$ cat config.mk
export PLATFORM = sky130hd
export DESIGN_NAME = dmem_store_buffer
export DESIGN_NICKNAME = d
export VERILOG_FILES = /design/src/rtl/dmem_store_buffer.sv
export SDC_FILE = /design/constraint.sdc
export NUM_CORES = 1
export LEC_CHECK = 0
export BUFFER_PORTS_ARGS = -buffer_cell sky130_fd_sc_hd__buf_4
export CAP_MARGIN = 10
export CORE_MARGIN = 3
export CORE_UTILIZATION = 47
export CTS_CLUSTER_DIAMETER = 200
export DETAILED_ROUTE_END_ITERATION = 7
export PLACE_DENSITY = 0.65
export SYNTH_ARGS = -nofsm -noshare
export SYNTH_HDL_FRONTEND = slang
export SYNTH_SLANG_ARGS = --single-unit
$ cat constraint.sdc
create_clock -name clk -period 9.4 [get_ports clk]
set_input_delay 0.94 -clock clk [delete_from_list [all_inputs] [get_ports clk]]
set_output_delay 0.94 -clock clk [all_outputs]
set_load 0.01 [all_outputs]
$ cat src/rtl/dmem_store_buffer.sv
// Posted-write buffer between the MEM-stage data port and a single-port data memory.
// Stores retire in one cycle and drain on load-free cycles; loads forward from the youngest buffered store; full buffer stalls the CPU.
module dmem_store_buffer #(
  parameter int DEPTH  = 4,
  parameter int ADDR_W = 32,
  parameter int DATA_W = 32
) (
  input  logic                     clk,
  input  logic                     rst,
  input  logic                     cpu_wen,
  input  logic                     cpu_ren,
  input  logic [ADDR_W-1:0]        cpu_addr,
  input  logic [DATA_W-1:0]        cpu_wdata,
  output logic [DATA_W-1:0]        cpu_rdata,
  output logic                     stall,
  output logic                     mem_wen,
  output logic [ADDR_W-1:0]        mem_addr,
  output logic [DATA_W-1:0]        mem_wdata,
  input  logic [DATA_W-1:0]        mem_rdata,
  output logic [$clog2(DEPTH):0]   count,
  output logic                     empty
);

  localparam int PTR_W = $clog2(DEPTH);
  localparam int CNT_W = PTR_W + 1;

  logic [ADDR_W-1:0] addr_q [DEPTH];
  logic [DATA_W-1:0] data_q [DEPTH];
  logic [PTR_W-1:0]  head_q, head_d;
  logic [PTR_W-1:0]  tail_q, tail_d;
  logic [CNT_W-1:0]  count_q, count_d;

  logic              full;
  logic              enq;
  logic              drain;
  logic              fwd_hit;
  logic [DATA_W-1:0] fwd_data;
  logic [PTR_W-1:0]  fwd_idx;

  always_comb begin
    full  = (count_q == CNT_W'(DEPTH));
    enq   = cpu_wen & ~full;
    // Drain is suppressed during reset so discarded stores never reach memory.
    drain = (count_q != '0) & ~cpu_ren & ~rst;
  end

  // Walk entries oldest to youngest so the last match wins.
  always_comb begin
    fwd_hit  = 1'b0;
    fwd_data = '0;
    fwd_idx  = '0;
    for (int i = 0; i < DEPTH; i++) begin
      fwd_idx = head_q + PTR_W'(i);
      if ((CNT_W'(i) < count_q) && (addr_q[fwd_idx] == cpu_addr)) begin
        fwd_hit  = 1'b1;
        fwd_data = data_q[fwd_idx];
      end
    end
  end

  always_comb begin
    head_d  = head_q;
    tail_d  = tail_q;
    count_d = count_q;
    if (enq) tail_d = tail_q + PTR_W'(1);
    if (drain) head_d = head_q + PTR_W'(1);
    case ({enq, drain})
      2'b10:   count_d = count_q + CNT_W'(1);
      2'b01:   count_d = count_q - CNT_W'(1);
      default: count_d = count_q;
    endcase
  end

  always_ff @(posedge clk) begin
    if (rst) begin
      head_q  <= '0;
      tail_q  <= '0;
      count_q <= '0;
    end else begin
      head_q  <= head_d;
      tail_q  <= tail_d;
      count_q <= count_d;
    end
  end

  always_ff @(posedge clk) begin
    if (enq && !rst) begin
      addr_q[tail_q] <= cpu_addr;
      data_q[tail_q] <= cpu_wdata;
    end
  end

  always_comb begin
    mem_wen   = 1'b0;
    mem_addr  = cpu_addr;
    mem_wdata = '0;
    if (drain) begin
      mem_wen   = 1'b1;
      mem_addr  = addr_q[head_q];
      mem_wdata = data_q[head_q];
    end
  end

  always_comb begin
    stall     = cpu_wen & full;
    cpu_rdata = (cpu_ren && fwd_hit) ? fwd_data : mem_rdata;
    count     = count_q;
    empty     = (count_q == '0);
  end

endmodule

======== Yosys cells after proc, flatten, opt, wreduce, memory -nomap -nowiden ========
Memories as Yosys holds them, arrays and structs flattened. A register that Yosys moved wholly into a read port is not among the register bits.
Cells that the tools add are included.
W data, S select, Z words.
cells by class
  add/subtract/negate cells ............... 6
  order comparisons ....................... 4
  equality and inequality tests ........... 7
  mux-type cells .......................... 19
  bitwise operators ....................... 7
  reductions and logical operators ........ 10
operator list
  kind                   count
  $mux W32               7
  $eq A32 B32 Y1         4
  $mux W2                4
  $mux W1                7
  $logic_and A1 B1 Y1    6
  $lt A1 B3 Y1 const A   2
  $lt A2 B3 Y1 const A   2
  $pmux W3 S2            1
  $add A2 B1 Y2 const B  2
  $add A2 B2 Y2 const B  2
  $and A1 B1 Y1          4
  $add A3 B1 Y3 const B  1
  $eq A3 B3 Y1 const B   1
  $logic_not A3 Y1       1
  $not A1 Y1             3
  $reduce_bool A3 Y1     1
  $sub A3 B1 Y3 const B  1
  $eq A2 B1 Y1 const B   1
  $eq A2 B2 Y1 const B   1
  $reduce_bool A2 Y1     1
  $logic_not A1 Y1       1
word-level totals
  register bits ........................... 7
  bits in writable memories ............... 256
  bits of input ports ..................... 100
  output and inout port bits .............. 102
  logic and storage cells ................. 58
  memories kept ........................... 2
memories
  memory  depth  width  read ports  clocked after memory_dff  write ports  RTL line  source
  addr_q  4      32     4           1                         1            27        logic [ADDR_W-1:0] addr_q [DEPTH];
  data_q  4      32     4           1                         1            28        logic [DATA_W-1:0] data_q [DEPTH];

======== Logic depth before layout (Yosys ltp) ========
An unclocked memory read counts as a cell.
  depth after elaboration ................. 9
  depth in mapped cells ................... 15
  mapped depth without buffers ............ 10

======== Worst setup path before layout ========
OpenSTA, ideal clock, no wires.
  path kind ............................... in2out
  from .................................... in cpu_addr[0]
  to ...................................... out cpu_rdata[10]
  arrival time ............................ 3475 ps
  required time ........................... 8460 ps
  slack ................................... 4985 ps
  stages .................................. 11
  path buffers ............................ 2
  path through ............................ buf_1 -> nor2b_1 -> mux2_2 -> a311o_1 -> a2111oi_0 -> nand4_1 -> or4_4 -> a41oi_4 -> buf_6 -> nor2_1 -> a31oi_1
between the ends
  longest elaborated chain between the ends .. 8
  elaborated cells on any way between the ends .. 18
  those cells by class .................... eq/ne: 4; mux: 9; reduce/logical: 5
RTL lines
  item                  RTL line  source
  start, declared       12        input logic [ADDR_W-1:0] cpu_addr,
  $eq A32 B32 Y1        54        if ((CNT_W'(i) < count_q) && (addr_q[fwd_idx] == cpu_addr)) begin
  $logic_and A1 B1 Y1   54
  $mux W1 (4 in a row)  54
  $logic_and A1 B1 Y1   106       cpu_rdata = (cpu_ren && fwd_hit) ? fwd_data : mem_rdata;
  $mux W32 (*)          106
  end, declared         14        output logic [DATA_W-1:0] cpu_rdata,
Mark *: on every way between the ends. The rest lies on a longest branch, timed or not.

======== Worst setup path after layout ========
  from .................................... reg head_q[0]
  to ...................................... out cpu_rdata[24]
between the ends
  longest elaborated chain between the ends .. 9
  elaborated cells on any way between the ends .. 19
  those cells by class .................... add/sub: 3; eq/ne: 3; mux: 7; reduce/logical: 4; memory: 2
RTL lines
  item                    RTL line  source
  start, declared         29        logic [PTR_W-1:0] head_q, head_d;
  start signal, assigned  76        head_q <= '0;
  start signal, assigned  80        head_q <= head_d;
  $add A2 B1 Y2           53        fwd_idx = head_q + PTR_W'(i);
  $mem_v2 Z4 W32          --
  $eq A32 B32 Y1          54
  $logic_and A1 B1 Y1     54
  $mux W1 (3 in a row)    54
  $logic_and A1 B1 Y1     106
  $mux W32 (*)            106
Marked as above.

==> reports/results.ini <==
[status]
status=finished, final reports clean

[layout]
regArea_um2=7880
multiInputGateArea_um2=9350
drive_gt1_frac=0.330
fillers=3188
syn_to_final_growth_pct=14.5
finish.instance_area_um2=20800
nets=1603

[hold_path]
hp-class=reg -> reg

[sta]
tightestPinTransition_ns=1.10
hold_viol=0
rsz0062_at_grt=no
max_slew_margin=0.265
period_share=0.712
finalClockSkew_ns=0.0232
finalMaxSlewViolations=0
fmax_mhz=149
tns_ns=0
setup_violations=0
min_period_ns=6.69

[detailed_routing]
viasPerCell=6.37
vias=12924
first_iter_violations=1217
wl_per_cell_um=25.5
postRouteAntennaNets=0
drc=0
drt-total-wl_um=51800
drt_first_pass_iters=5

[setup_path]
reg2reg_slack_ns=5.99
cpMaxStageDelayCell=dfxtp_4
critical_path_required_ns=8.46
path_buf_inv=3
end_kind=output port
crit_chain=buf_12 -> mux4_2 -> xnor2_1 -> nand4_1 -> nor4_1 -> nand4_1 -> or2_2 -> a41oi_4 -> buf_4 -> nor2_1 -> a31oi_1 -> buf_4
crit_fanout=129
slowest_delay_ns=0.87
worstSetupPathType=reg -> out
cp_top_family=simple AND/OR/NAND/NOR gates
worstPathArrival_ns=5.75
cp-start-kind=flip-flop

[placement]
place_congestion=0.950
place_hpwl_um=34000
dpl_cell_area_um2=19800
portBuffers=201

[floorplan]
fp.dieH_um=203
io_pins=202
die_x_um=203
initial_core_util=0.480
fp.dieArea_um2=41000
num_rows=71
coreArea_um2=37800

[yosys]
syn-num-nets=1486
synth_edf_count=256
synth.distinct_cells=56
avgSynthCellArea_um2=13.2
syn_inst=1377
synth_area_um2=18200
ys_warn_count=0
synth_flop_cell=edfxtp_1
ys_ff_latch=265
async_flop_share=0
synth-seq-area-share=0.433

[cts]
path_clk_slew_ns=0.06
clock-sinks=265
clock_latency_ns=0.60
cts_resized=0
cts_setup_buffers=0
cts_tree=done
cts_max_path_buffers=3
htreeDepth=1
cts-buffers-inserted=30
hold_buffers=0
clock-root-buffer=clkbuf_16

[power_and_ir_drop]
p_leak_uw=0.00697
cellPowerDensity_nw_per_um2=183
total_power_uw=3790
ir_worst_vdd_mv=0.138

[grt]
antenna_found_initial=3
grt.total_usage=0.250
grt_pass1_wl_um=78800
grt_max_degree=130
grt_pass1_vias=13031
grt-ovfl-total=0

[run]
max-cap-violations=0

[through the flow]
step / util / instances / hold slack [ns] / setup slack, ns
floorplan: - / 1377 / 0.469 / 4.99
global placement: 0.524 / 1973 / 0.488 / 3.52
detailed placement: 0.524 / 1973 / 0.498 / 3.40
CTS: 0.549 / 2028 / 0.507 / 2.74
global route: 0.549 / 2029 / 0.530 / 2.40
finish: 0.549 / 2029 / 0.505 / 2.71
[final timing paths]
| check | start | to | cells past startpoint |
|---|---|---|---|
| setup reg to reg | count[0] | count[2] | 10 |
| hold reg to reg | tail_q[1] | tail_q[1] | 2 |
| hold / removal | tail_q[1] | tail_q[1] | 2 |
| setup / recovery | head_q[0] | cpu_rdata[24] | 12 |
[routing by layer]
metal,part of all wire,global-route usage
met4,0.033,0.0854
met2,0.48,0.403
met1,0.39,0.338
met5,0.00044,0
met3,0.096,0.0555
[layout by cell type, fill, tap and decap left out, types with 6 or more instances in the layout]
cell / count
buf_4: 216
edfxtp_1: 256
clkbuf_16: 30
o21ai_0: 21
ha_1: 9
clkbuf_1: 6
nor2_1: 87
mux4_2: 202
and2_1: 6
nor3_1: 8
nand2_1: 124
clkinv_1: 7
mux2i_1: 82
xor2_1: 33
nor4_1: 14
a21oi_1: 16
mux2_2: 20
inv_1: 81
a31oi_1: 34
xnor2_1: 92
clkinv_2: 8
nand4_1: 17
o221ai_1: 35
o211ai_1: 36
[cells by family (layout without fill, tap and decap cells)]
family                     Yosys count  after routing  synth area share
muxes                              304            304             0.308
and+or+nand+nor                    278            278            0.0664
DFF                                265            265             0.433
buffers and inverters              214            354            0.0520
AOI/OAI and AO/OA                  182            182            0.0733
xor gates and xnor gates           125            125            0.0603
adders and majority gates            9              9           0.00620
other                                0              1                 0
[cell usage after synthesis, drive strengths merged, types with 2 or more instances]
master | count | share of area
a211oi | 2 | 0.00083
a21oi | 16 | 0.0044
a221oi | 4 | 0.0019
a22o | 2 | 0.00097
a22oi | 2 | 0.00083
a2bb2o | 2 | 0.0011
a2bb2oi | 2 | 0.00097
a31o | 5 | 0.0024
a31oi | 34 | 0.012
and2 | 10 | 0.0034
and3 | 2 | 0.00069
buf | 60 | 0.020
clkbuf | 72 | 0.015
dfxtp | 9 | 0.0099
edfxtp | 256 | 0.42
ha | 9 | 0.0062
inv | 81 | 0.017
mux2 | 20 | 0.012
mux2i | 82 | 0.045
mux4 | 202 | 0.25
nand2 | 124 | 0.026
nand3 | 5 | 0.0014
nand4 | 17 | 0.0059
nor2 | 87 | 0.018
nor2b | 4 | 0.0014
nor3 | 8 | 0.0022
nor4 | 14 | 0.0048
o2111ai | 2 | 0.00097
o211ai | 36 | 0.015
o21ai | 21 | 0.0058
o221ai | 35 | 0.017
o22a | 2 | 0.00097
o22ai | 5 | 0.0017
or3 | 2 | 0.00069
or4 | 3 | 0.0014
xnor2 | 92 | 0.044
xor2 | 33 | 0.016
[worst min-delay path, cell delays in order, from the launching register on]
cell     delay [ns]
dfxtp_1        0.34
nand2_1        0.07
a21oi_1        0.05
[registers in the layout (all words and copies together) (netlist names), named ones only]
register  count
addr_q      128
count         3
data_q      128
head_q        2
tail_q        2
[where the power goes]
group | internal (uW) | switching, uW | leakage, uW
combinational | 606 | 584 | 0.00410
sequential | 1350 | 104 | 0.00240
clock | 668 | 487 | 0.000471
[area by class of cell]
class,count,area share
Tap cell,511,0.0308
Timing Repair Buffer,217,0.0790
Inverter,82,0.0148
Clock buffer,36,0.0372
Sequential cell,265,0.379
Multi-Input combinational cell,898,0.450
Clock inverter,19,0.00915
Antenna cell,1,0.000120
(Power assumes the default switching activity.)
